--- src/rtl/status_event_monitor.sv ---
// -----------------------------------------------------------------------------
// status_event_monitor
//
// Watches a registered 3-bit status word, turns error/done rising edges and a
// busy-too-long condition into sticky pending flags, raises a maskable level
// interrupt, and counts error/done rising edges in saturating counters.
//
// Ports
//   clk         in   1      clock, rising edge
//   rst         in   1      asynchronous, active-high reset
//   status_in   in   3      [0] error, [1] busy, [2] done
//   mask_wr     in   1      strobe: mask <= mask_data
//   mask_data   in   3      new mask (1 = bit kept off irq)
//   clr_wr      in   1      strobe: write-1-to-clear of pending
//   clr_data    in   3      pending bits to clear
//   cnt_clr     in   1      strobe: zero both event counters
//   pending     out  3      sticky flags: [0] error rise, [1] done rise,
//                           [2] busy timeout
//   mask        out  3      current mask register
//   irq         out  1      OR(pending & ~mask)
//   err_count   out  CNT_W  saturating count of error rising edges
//   done_count  out  CNT_W  saturating count of done rising edges
// -----------------------------------------------------------------------------
module status_event_monitor #(
  parameter int CNT_W   = 8,
  parameter int TIMEOUT = 16   // >= 2
) (
  input  logic             clk,
  input  logic             rst,
  input  logic [2:0]       status_in,
  input  logic             mask_wr,
  input  logic [2:0]       mask_data,
  input  logic             clr_wr,
  input  logic [2:0]       clr_data,
  input  logic             cnt_clr,
  output logic [2:0]       pending,
  output logic [2:0]       mask,
  output logic             irq,
  output logic [CNT_W-1:0] err_count,
  output logic [CNT_W-1:0] done_count
);

  localparam int               BW      = $clog2(TIMEOUT + 1);
  localparam logic [BW-1:0]    TO_MAX  = BW'(TIMEOUT);
  localparam logic [BW-1:0]    TO_PRE  = BW'(TIMEOUT - 1);
  localparam logic [CNT_W-1:0] CNT_MAX = '1;

  logic [2:0]       status_q,   status_d;
  logic [BW-1:0]    busy_cnt_q, busy_cnt_d;
  logic [2:0]       pending_q,  pending_d;
  logic [2:0]       mask_q,     mask_d;
  logic [CNT_W-1:0] err_cnt_q,  err_cnt_d;
  logic [CNT_W-1:0] done_cnt_q, done_cnt_d;

  logic err_rise;
  logic done_rise;
  logic timeout_hit;

  // A rise in the same cycle as cnt_clr leaves the counter at 1, not 0.
  function automatic logic [CNT_W-1:0] next_count(input logic [CNT_W-1:0] cur,
                                                  input logic             rise,
                                                  input logic             clr);
    logic [CNT_W-1:0] base;
    base = clr ? '0 : cur;
    if (rise && base != CNT_MAX) return base + 1'b1;
    return base;
  endfunction

  always_comb begin
    // NOTE: every signal driven here gets a value on every path; the defaults
    // up front guarantee that and keep synthesis from inferring latches.
    status_d    = status_in;
    busy_cnt_d  = busy_cnt_q;
    pending_d   = pending_q;
    mask_d      = mask_q;

    err_rise    = status_in[0] & ~status_q[0];
    done_rise   = status_in[2] & ~status_q[2];

    // Counter at TIMEOUT-1 implies the previous sample was busy too; the
    // counter then saturates, so this fires once per busy episode.
    timeout_hit = status_in[1] & status_q[1] & (busy_cnt_q == TO_PRE);

    if (!status_in[1])          busy_cnt_d = '0;
    else if (busy_cnt_q != TO_MAX) busy_cnt_d = busy_cnt_q + 1'b1;

    // Clear first, then OR in the sets so a simultaneous set wins.
    if (clr_wr) pending_d = pending_d & ~clr_data;
    pending_d = pending_d | {timeout_hit, done_rise, err_rise};

    if (mask_wr) mask_d = mask_data;

    err_cnt_d  = next_count(err_cnt_q,  err_rise,  cnt_clr);
    done_cnt_d = next_count(done_cnt_q, done_rise, cnt_clr);
  end

  // NOTE: sequential state uses non-blocking assignments so every flop samples
  // the pre-edge values, independent of statement order.
  always_ff @(posedge clk or posedge rst) begin
    if (rst) begin
      status_q   <= '0;
      busy_cnt_q <= '0;
      pending_q  <= '0;
      mask_q     <= 3'b111;
      err_cnt_q  <= '0;
      done_cnt_q <= '0;
    end else begin
      status_q   <= status_d;
      busy_cnt_q <= busy_cnt_d;
      pending_q  <= pending_d;
      mask_q     <= mask_d;
      err_cnt_q  <= err_cnt_d;
      done_cnt_q <= done_cnt_d;
    end
  end

  assign pending    = pending_q;
  assign mask       = mask_q;
  assign irq        = |(pending_q & ~mask_q);
  assign err_count  = err_cnt_q;
  assign done_count = done_cnt_q;

endmodule

--- config.mk ---
export PLATFORM = sky130hd
export DESIGN_NAME = status_event_monitor
export DESIGN_NICKNAME = d
export VERILOG_FILES = /design/src/rtl/status_event_monitor.sv
export SDC_FILE = /design/constraint.sdc
export NUM_CORES = 1
export LEC_CHECK = 0
export BUFFER_PORTS_ARGS = -buffer_cell sky130_fd_sc_hd__buf_2
export CORE_UTILIZATION = 55
export DETAILED_ROUTE_END_ITERATION = 7
export HOLD_SLACK_MARGIN = 0.03
export PLACE_DENSITY = 0.83
export SLEW_MARGIN = 15
export SYNTH_ARGS = -nofsm -noshare
export SYNTH_HDL_FRONTEND = slang
export SYNTH_SLANG_ARGS = --single-unit
--- constraint.sdc ---
create_clock -name clk -period 3.3 [get_ports clk]
set_clock_uncertainty 0.05 [all_clocks]
set_input_delay 0.33 -clock clk [delete_from_list [all_inputs] [get_ports clk]]
set_output_delay 0.33 -clock clk [all_outputs]
set_load 0.02 [all_outputs]
==> metrics.txt, run 1 <==
Register Area 754 um^2; Finished Cell Area 1650 um^2; Core Region 2280 um^2; vias in the first global route 1,007; pwr dens 430 nW/um^2; Sink Count 30; DPL Wire Length 1870 um; Die W 52.0 um; multi-input gate area in the final layout 578 um^2; Setup TNS 0 ns; HP Class primary input to async pin; worst slew pin tran 0.600 ns; Tcrit/Tclk final 48.7%; Synth cell types 35; Rel. slew slack 59.9%; minimum clock period 1.61 ns; post-route ant nets 0; die area 2710 um^2; Antenna Cells 0; mean post-synth cell area 10.6 um^2; Synth Instances 130; CTS tree done; Die Ht 52.0 um; synth top area cells dfrtp_1 49%, dfstp_2 5.7%, inv_1 3.0%, a21oi_1 2.9%, a31oi_1 2.7%; area post-placement 1590 um^2; Post-synth top cells 27 x dfrtp_1, 11 x inv_1, 10 x nand2_1; first-pass GRT wire length 4240 um; worst-path fanout max 3; CP Capture Type output pin; Worst-path clk slew 0.09 ns; Hold Vio Cnt, Final 0; final core utilization 72.5%; routed wire length per instance 12.8 um; CP Class register to output pin; worst skew pair latency 0.33 ns; cell taking the most area after synthesis dfrtp_1; # Post-CTS Setup Buffers 0; Yosys warnings 0; Data arrival, critical path 1.23 ns; IO buf count 36; largest net degree at the start of global routing 31; DR vias/cell 5.58; sequential share of the synthesized area 54.8%; Clock H-tree levels 2; Fillers 171; Final setup viols 0; # IOs 37; syn nets 147; Initial DRC Count 16; gr usage total 22.6%; # DRC 0; gr ovfl total 0; Pwr Total 709 uW; Static Leak 0.000831 uW; routed wire length 2580 um; num rows 17; GPL Wtd Cong 0.769; hold buffer count at CTS 0; number of synthesized register bits 30; layout cells sized above 1 29.5%; CP startpoint kind register; number of enable flip-flop cells after synthesis 0; smallest hold slack 0.00233 ns; RSZ-0062 raised after global routing false; outcome finished, final reports clean; Max VDD drop 0.354 mV; cts bufs inserted 5; Fmax 622 MHz; top-count cell post-synth dfrtp_1; DRT Pass-1 Iters 4; Starting Density 60.5%; Synth Flop Type dfrtp_1; max cap viols 0; Yosys top cell area share 49.0%; initial antenna violation count 0; CTS max path bufs 2; DR vias 1,121; fraction of registers with async set/reset 100%; Root Driver clkbuf_4; Resize count post-CTS 0; Total Nets Final 189; Critical Path RT 2.92 ns; area grow syn2layout 19.7%; final slew viol count 0; post-synth design cell area 1380 um^2
power by group:
group | total [uW] | leakage, uW | internal [uW] | switching, uW
sequential | 400 | 0.000390 | 386 | 13.9
combinational | 80.4 | 0.000406 | 32.7 | 47.7
clock | 229 | 0.0000353 | 103 | 126
total | 709 | 0.000831 | 521 | 188
stage by stage:
stage                     instances  setup WS, ns
after floorplan                 130          1.86
after global placement          193          1.79
after detailed placement        193          1.76
after CTS                       201          1.67
after global routing            201          1.62
final                           201          1.69
critical path, stage by stage, from the launching register on:
cell      delay, ns
dfstp_2        0.54
nand2b_1       0.09
o221ai_1       0.09
buf_2          0.17
registers in the layout (all words and copies together), names as in the netlist:
name	count
err_count	8
mask	3
busy_cnt_q	5
pending	3
done_count	8
status_q	3
final timing paths:
kind                                           start                      end  slack, ns  depth (start not counted)
max in group asynchronous                        rst  done_count[5]$_DFF_PP0_       2.80                          2
hold / removal                                   rst    status_q[0]$_DFF_PP0_      0.002                          2
hold reg to reg                 pending[0]$_DFF_PP0_     pending[0]$_DFF_PP0_       0.46                          1
setup reg to reg           busy_cnt_q[0]$_DFFE_PP0P_     pending[2]$_DFF_PP0_       1.89                          4
min in group clk                        status_in[0]    status_q[0]$_DFF_PP0_       0.08                          1
setup / recovery                 mask[1]$_DFFE_PP1P_                      irq       1.69                          3
final cells by class:
cell class | instances | area share (%)
inverter | 11 | 2.50
clock inverter | 1 | 0.303
clock buffer | 7 | 3.34
sequential | 30 | 45.8
tap | 28 | 2.12
timing repair buffer | 36 | 10.9
multi-input combinational | 88 | 35.1
kinds of logic (layout without fill, tap and decap cells):
logic type | after synthesis | count (layout) | share of synthesized area [%]
adders and majority gates | 3 | 3 | 2.73
and+or+nand+nor | 47 | 47 | 18.5
buffers and inverters | 12 | 55 | 3.27
xor gates and xnor gates | 3 | 3 | 1.91
muxes | 6 | 6 | 4.63
DFF | 30 | 30 | 54.8
AOI/OAI and AO/OA | 29 | 29 | 14.2
per-layer routing:
layer / GRT usage [%] / share of wire (%)
met5: 0 / 0
met4: 10.8 / 1.9
met3: 8.77 / 7.0
met2: 34.2 / 45
met1: 28.3 / 46
layout by cell type (no fill, tap or decap), types with 2 or more instances in the layout:
cell	Yosys	routed
o21ai_0	2	2
dfrtp_1	27	27
nor2b_1	3	3
clkbuf_4	0	5
mux2_2	3	3
mux2i_1	3	3
dfstp_2	3	3
a21o_1	2	2
inv_1	11	10
a31oi_1	6	6
buf_2	0	36
a21oi_1	8	8
and2_1	4	4
a211oi_1	2	2
nand3_1	5	5
nor3_1	4	4
and3_1	3	3
nand2b_1	2	2
ha_1	3	3
nand2_1	10	10
o21a_1	3	3
nor2_1	8	8
or3_1	3	3
xnor2_1	2	2
No activity file was read; power rests on OpenSTA's default activity.
==> run 2, diff against run 1 <==
- ABC_AREA: not set -> 1
- CORE_UTILIZATION: 55 -> 54
- PLACE_DENSITY: 0.83 -> 0.79
- clock period: 3.3 -> 1.5 ns (I/O delays scaled with it)
==> run 2 against run 1 <==
Net effect: count of clock-buffer cells in the layout shrank 1; wire length grew 31%; register-to-register slack got worse by 1.8 ns; non-clock buffer count is 15 higher; combinational power increased to 2.9 times the previous value.
==> metrics.txt, run 2 <==
cell taking the most area after synthesis dfrtp_1 (unchanged); fraction of registers with async set/reset 100% (unchanged); number of synthesized register bits 30 (unchanged); Synth Flop Type dfrtp_1 (unchanged); Critical Path RT 1.68 ns (was 2.92 ns); Worst-path clk slew 0.09 ns (about the same); most common cell after layout, fill and taps aside nand2_1 (was buf_2); CP Capture Type register (was output pin); Fillers 275 (was 171); CTS max path bufs 2 (unchanged); Initial DRC Count 54 (was 16); first-pass GRT wire length 5910 um (was 4240 um); IO buf count 36 (unchanged); CP Class primary input to register (was register to output pin); Die Ht 59.0 um (was 52.0 um); routed wire length 3380 um (was 2580 um); Post-synth top cells 63 x nand2_1, 35 x inv_1, 27 x dfrtp_1 (was 27 x dfrtp_1, 11 x inv_1, 10 x nand2_1); outcome finished, final reports clean (unchanged); mean post-synth cell area 8.19 um^2 (was 10.6 um^2); DR vias 1,522 (was 1,121); Antenna Cells 0 (unchanged); # Post-CTS Setup Buffers 0 (unchanged); CP startpoint kind primary input (was register); Die W 59.0 um (was 52.0 um); num rows 20 (was 17); Fmax 723 MHz; RSZ-0062 raised after global routing false (unchanged); Synth Instances 214 (was 130); layout cells sized above 1 27.7% (was 29.5%); Data arrival, critical path 1.56 ns (was 1.23 ns); gr usage total 22.5% (was 22.6%); Yosys warnings 0 (unchanged); max cap viols 0 (unchanged); Max VDD drop 0.517 mV (was 0.354 mV); Rel. slew slack 74.8% (was 59.9%); Root Driver clkbuf_4 (unchanged); worst slew pin tran 0.378 ns (was 0.600 ns); syn nets 231 (was 147); gr ovfl total 0 (unchanged); Final setup viols 0 (unchanged); Static Leak 0.00113 uW (was 0.000831 uW); CTS tree done (unchanged); Total Nets Final 287 (was 189); DPL Wire Length 2430 um (was 1870 um); GPL Wtd Cong 0.807 (was 0.769); final slew viol count 0 (unchanged); Setup TNS 0 ns (unchanged); worst skew pair latency 0.33 ns (about the same); sequential share of the synthesized area 43.0% (was 54.8%); Hold Vio Cnt, Final 0 (unchanged); die area 3480 um^2 (was 2710 um^2); Largest stage delay, worst path 0.53 ns (was 0.54 ns); DR vias/cell 4.83 (was 5.58); pwr dens 729 nW/um^2 (was 430 nW/um^2); post-synth design cell area 1750 um^2 (was 1380 um^2); Slowest-stage cell, CP dlygate4sd3_1 (was dfstp_2); Yosys top cell area share 38.5% (was 49.0%); number of enable flip-flop cells after synthesis 0 (unchanged); # IOs 37 (unchanged); area post-placement 1990 um^2 (was 1590 um^2); Core Region 3080 um^2 (was 2280 um^2); post-route ant nets 0 (unchanged); vias in the first global route 1,448 (was 1,007); Sink Count 30 (unchanged); # DRC 0 (unchanged); Tcrit/Tclk final 92.2%; Finished Cell Area 2150 um^2 (was 1650 um^2); Synth cell types 33 (was 35); minimum clock period 1.38 ns; largest net degree at the start of global routing 31 (unchanged); top-count cell post-synth nand2_1 (was dfrtp_1); multi-input gate area in the final layout 826 um^2 (was 578 um^2); cts bufs inserted 5 (unchanged); most frequent cells in the layout 63 x nand2_1, 36 x buf_2, 35 x inv_1 (was 36 x buf_2, 27 x dfrtp_1, 10 x inv_1, 10 x nand2_1); routed wire length per instance 10.7 um (was 12.8 um); synth top area cells dfrtp_1 39%, nand2_1 13%, inv_1 7.5%, dfstp_2 4.5%, nand3_4 4.0% (was dfrtp_1 49%, dfstp_2 5.7%, inv_1 3.0%, a21oi_1 2.9%, a31oi_1 2.7%); Cell Chain, Critical Path dlygate4sd3_1 > buf_2 > inv_1 > or2_2 > nor2_2 > nand2_1 > nor2_1 > nor2_1 (was nand2b_1 > o221ai_1 > buf_2); worst-path fanout max 5 (was 3); DRT Pass-1 Iters 4 (unchanged); Clock H-tree levels 2 (unchanged); Register Area 754 um^2 (unchanged); Starting Density 57.0% (was 60.5%); initial antenna violation count 0 (unchanged); Crit path top cell by count nor2_1; area grow syn2layout 22.6% (was 19.7%); HP Class primary input to register (was primary input to async pin)
## run 2: cell count changes in the layout (fill, tap and decap cells not counted), moves of 5 or more
| cell | previous run | this run |
|---|---|---|
| nand3_1 | 5 | 12 |
| a31oi_1 | 6 | 1 |
| a21oi_1 | 8 | 2 |
| nor2_1 | 8 | 17 |
| nor2_4 | 0 | 6 |
| dlygate4sd3_1 | 0 | 11 |
| nand2_1 | 10 | 63 |
| nand4_1 | 0 | 7 |
| inv_1 | 10 | 35 |
## run 2: final timing paths
path / from / endpoint / slack [ns] / depth (start not counted)
setup / recovery: status_in[0] / err_count[4]$_DFF_PP0_ / 0.12 / 8
hold / removal: clr_wr / pending[1]$_DFF_PP0_ / 0.05 / 4
setup reg to reg: busy_cnt_q[0]$_DFFE_PP0P_ / busy_cnt_q[4]$_DFFE_PP0P_ / 0.14 / 5
hold reg to reg: mask[0]$_DFFE_PP1P_ / mask[0]$_DFFE_PP1P_ / 0.45 / 2
max in group asynchronous: rst / mask[1]$_DFFE_PP1P_ / 0.71 / 4
min in group asynchronous: rst / status_q[1]$_DFF_PP0_ / 0.37 / 4
## run 2: worst max-delay path, delay by kind of cell
family | cells | cell delay, ns
buffers and inverters | 3 | 0.67
AND/OR/NAND/NOR | 5 | 0.73
## run 2: metrics by stage
step	util, %	total power (uW)	hold slack (ns)	cells	setup slack [ns]
after floorplan	-	1030	0.131	214	0.240
after CTS	69.8	1580	0.0339	315	0.113
after global routing	69.8	1640	0.0584	315	0.0328
after global placement	64.6	1100	0.187	296	0.228
after detailed placement	64.6	1100	0.194	296	0.203
final	69.8	1570	0.0462	315	0.117
## run 2: layout make-up
class | count | share of cell area (%)
multi-input cells | 145 | 38.4
well taps | 44 | 2.56
inverters | 37 | 6.58
flip-flops and latches | 30 | 35.1
clock buffers | 6 | 1.92
repair buffers | 51 | 14.9
clock inverters | 2 | 0.466
## run 2: cell families after synthesis
family                   synth area share (%)
buffers and inverters                    9.85
AO/OA/AOI/OAI                            5.35
XOR/XNOR                                0.999
AND/OR/NAND/NOR                          38.6
flip-flops                               43.0
adder cells (fa/ha/maj)                  2.14
## run 2: routing by layer
metal	vias to the layer above	global-route usage, %	part of all wire, %
li1	787	-	-
met1	701	27.7	46
met2	29	37.5	50
met3	5	4.80	3.1
met4	0	10.9	1.4
met5	-	0	0
## run 2: timing repair
action | 4_1_cts | 5_1_grt
endpoints found under the hold margin | 35 | 0
hold buffers | 11 | 0
resized for setup | 0 | 1
endpoints found under the setup margin | 0 | 1
## run 2: report_power, final
group	total, uW	switching (uW)	internal (uW)
sequential	876	29.3	846
clock	457	278	178
combinational	235	143	92.0
==> run 3, diff against run 2 <==
- clock period: 1.5 -> 1.4 ns (I/O delays scaled with it)
==> run 3 against run 2 <==
Net effect: clock power is 9.4% higher; count of clock-buffer cells in the layout unchanged; sequential share of layout area decreased by 0.70 points; combinational power increased by 14%; flip-flop and latch count unchanged; critical path depth decreased by 4; via count decreased by 0.39%; final cell count up 0.95%; first-iteration DRC count down 11%; largest power group unchanged.
==> metrics.txt, run 3 (synthesis gave the netlist of run 2 again) <==
most common cell after layout, fill and taps aside nand2_1 (unchanged); Pwr Total 1710 uW (was 1570 uW); Die Ht 59.0 um (unchanged); post-route ant nets 0 (unchanged); DRT Pass-1 Iters 4 (unchanged); CTS max path bufs 2 (unchanged); Worst-path clk slew 0.09 ns (about the same); Core Region 3080 um^2 (unchanged); Data arrival, critical path 1.19 ns (was 1.56 ns); worst skew pair latency 0.33 ns (about the same); Rel. slew slack 75.0% (was 74.8%); Fmax 723 MHz; Tcrit/Tclk final 98.8%; worst-path fanout max 2 (was 5); Max VDD drop 0.612 mV (was 0.517 mV); outcome finished, final reports clean (unchanged); Cell Chain, Critical Path inv_2 > nand2_2 > nand3_2 > buf_6 (was dlygate4sd3_1 > buf_2 > inv_1 > or2_2 > nor2_2 > nand2_1 > nor2_1 > nor2_1); num rows 20 (unchanged); CP top delay family flip-flops (was simple AND/OR/NAND/NOR gates); CP Capture Type output pin (was register); layout cells sized above 1 30.7% (was 27.7%); Largest stage delay, worst path 0.56 ns (was 0.53 ns); Starting Density 57.0% (unchanged); # IOs 37 (unchanged); area grow syn2layout 25.1% (was 22.6%); Hold Vio Cnt, Final 0 (unchanged); IO buf count 36 (unchanged); Clock H-tree levels 2 (unchanged); most frequent cells in the layout 61 x nand2_1, 35 x buf_2, 32 x inv_1 (was 63 x nand2_1, 36 x buf_2, 35 x inv_1); CTS tree done (unchanged); largest net degree at the start of global routing 31 (unchanged); CP Class register to output pin (was primary input to register); met2 wire length 1800 um (was 1680 um); GPL Wtd Cong 0.827 (was 0.807); Die W 59.0 um (unchanged); Sink Count 30 (unchanged); DR vias/cell 4.77 (was 4.83); die area 3480 um^2 (unchanged); routed wire length per instance 11.4 um (was 10.7 um); Reg2Reg Setup Slack 0.07 ns (was 0.14 ns); Initial DRC Count 48 (was 54); DPL Wire Length 2370 um (was 2430 um); wire length on met1 1650 um (was 1550 um); CP startpoint kind register (was primary input); Slowest-stage cell, CP dfstp_2 (was dlygate4sd3_1); gr usage total 22.9% (was 22.5%); final slew viol count 0 (unchanged); vias in the first global route 1,441 (was 1,448); Critical Path RT 1.21 ns (was 1.68 ns); minimum clock period 1.38 ns; Static Leak 0.00115 uW (was 0.00113 uW); worst slew pin tran 0.374 ns (was 0.378 ns); routed wire length 3620 um (was 3380 um); Final setup viols 0 (unchanged); max cap viols 0 (unchanged); smallest hold slack 0.0541 ns (was 0.0462 ns); first-pass GRT wire length 5960 um (was 5910 um); DR vias 1,516 (was 1,522); cts bufs inserted 5 (unchanged); Fillers 255 (was 275); CP Buf/Inv Count 2 (was 3); initial antenna violation count 0 (unchanged); Total Nets Final 290 (was 287); Root Driver clkbuf_4 (unchanged); HP Class primary input to register (unchanged); pwr dens 780 nW/um^2 (was 729 nW/um^2); RSZ-0062 raised after global routing true (was false); WL met3 83 um (was 106 um); # DRC 0 (unchanged); gr ovfl total 0 (unchanged); DR top layer met4 (unchanged); Antenna Cells 0 (unchanged); Setup TNS 0 ns (unchanged)
-- run 3: cell types whose count changed in the layout (fill, tap and decap cells not counted), sizes merged --
cell,change
buf,+3
-- run 3: power breakdown --
part | switching [uW] | internal (uW)
Combinational | 160 | 107
Clock | 309 | 191
Sequential | 34.9 | 907
-- run 3: final cells by class --
type / count / area (um^2) / share of cell area [%]
Clock buffer: 6 / 41.3 / 1.88
Clock inverter: 2 / 10.0 / 0.457
Inverter: 37 / 141 / 6.45
Multi-Input combinational cell: 145 / 841 / 38.4
Sequential cell: 30 / 754 / 34.4
Tap cell: 44 / 55.1 / 2.51
Timing Repair Buffer: 54 / 349 / 15.9
-- run 3: per-layer routing --
metal  vias to the layer above  global-route usage [%]
met2                        27                    36.5
met3                        11                    5.24
li1                        793                       -
met5                         -                       0
met1                       685                    29.0
met4                         0                    12.2
-- run 3: final timing paths --
path / from / end / depth (start not counted)
worst max-delay path: mask[2]$_DFFE_PP1P_ / irq / 4
worst min-delay path: clr_wr / pending[1]$_DFF_PP0_ / 4
worst max register to register: busy_cnt_q[0]$_DFFE_PP0P_ / pending[2]$_DFF_PP0_ / 5
worst min register to register: mask[1]$_DFFE_PP1P_ / mask[1]$_DFFE_PP1P_ / 2
max in group asynchronous: rst / mask[0]$_DFFE_PP1P_ / 4
min in group asynchronous: rst / pending[2]$_DFF_PP0_ / 4
-- run 3: stage by stage --
step / util (%) / std cells / setup slack, ns / instance area (um^2)
floorplan: - / 214 / 0.140 / 1750
global placement: 64.6 / 296 / 0.127 / 1990
finish: 71.2 / 318 / 0.0167 / 2190
global route: 71.2 / 318 / -0.0474 / 2190
detailed placement: 64.6 / 296 / 0.0914 / 1990
CTS: 69.8 / 315 / 0.00283 / 2150
-- run 3: repair_timing --
action	in CTS	in global routing
buffers inserted	0	3
resized for setup	0	9
endpoints found under the setup margin	0	7
hold buffers	11	0
hold endpoints to repair	35	0
-- run 3: worst min-delay path: cells and delay by family --
family | cells | cell delay [ns]
AND/OR/NAND/NOR | 3 | 0.17
buffers and inverters | 1 | 0.10
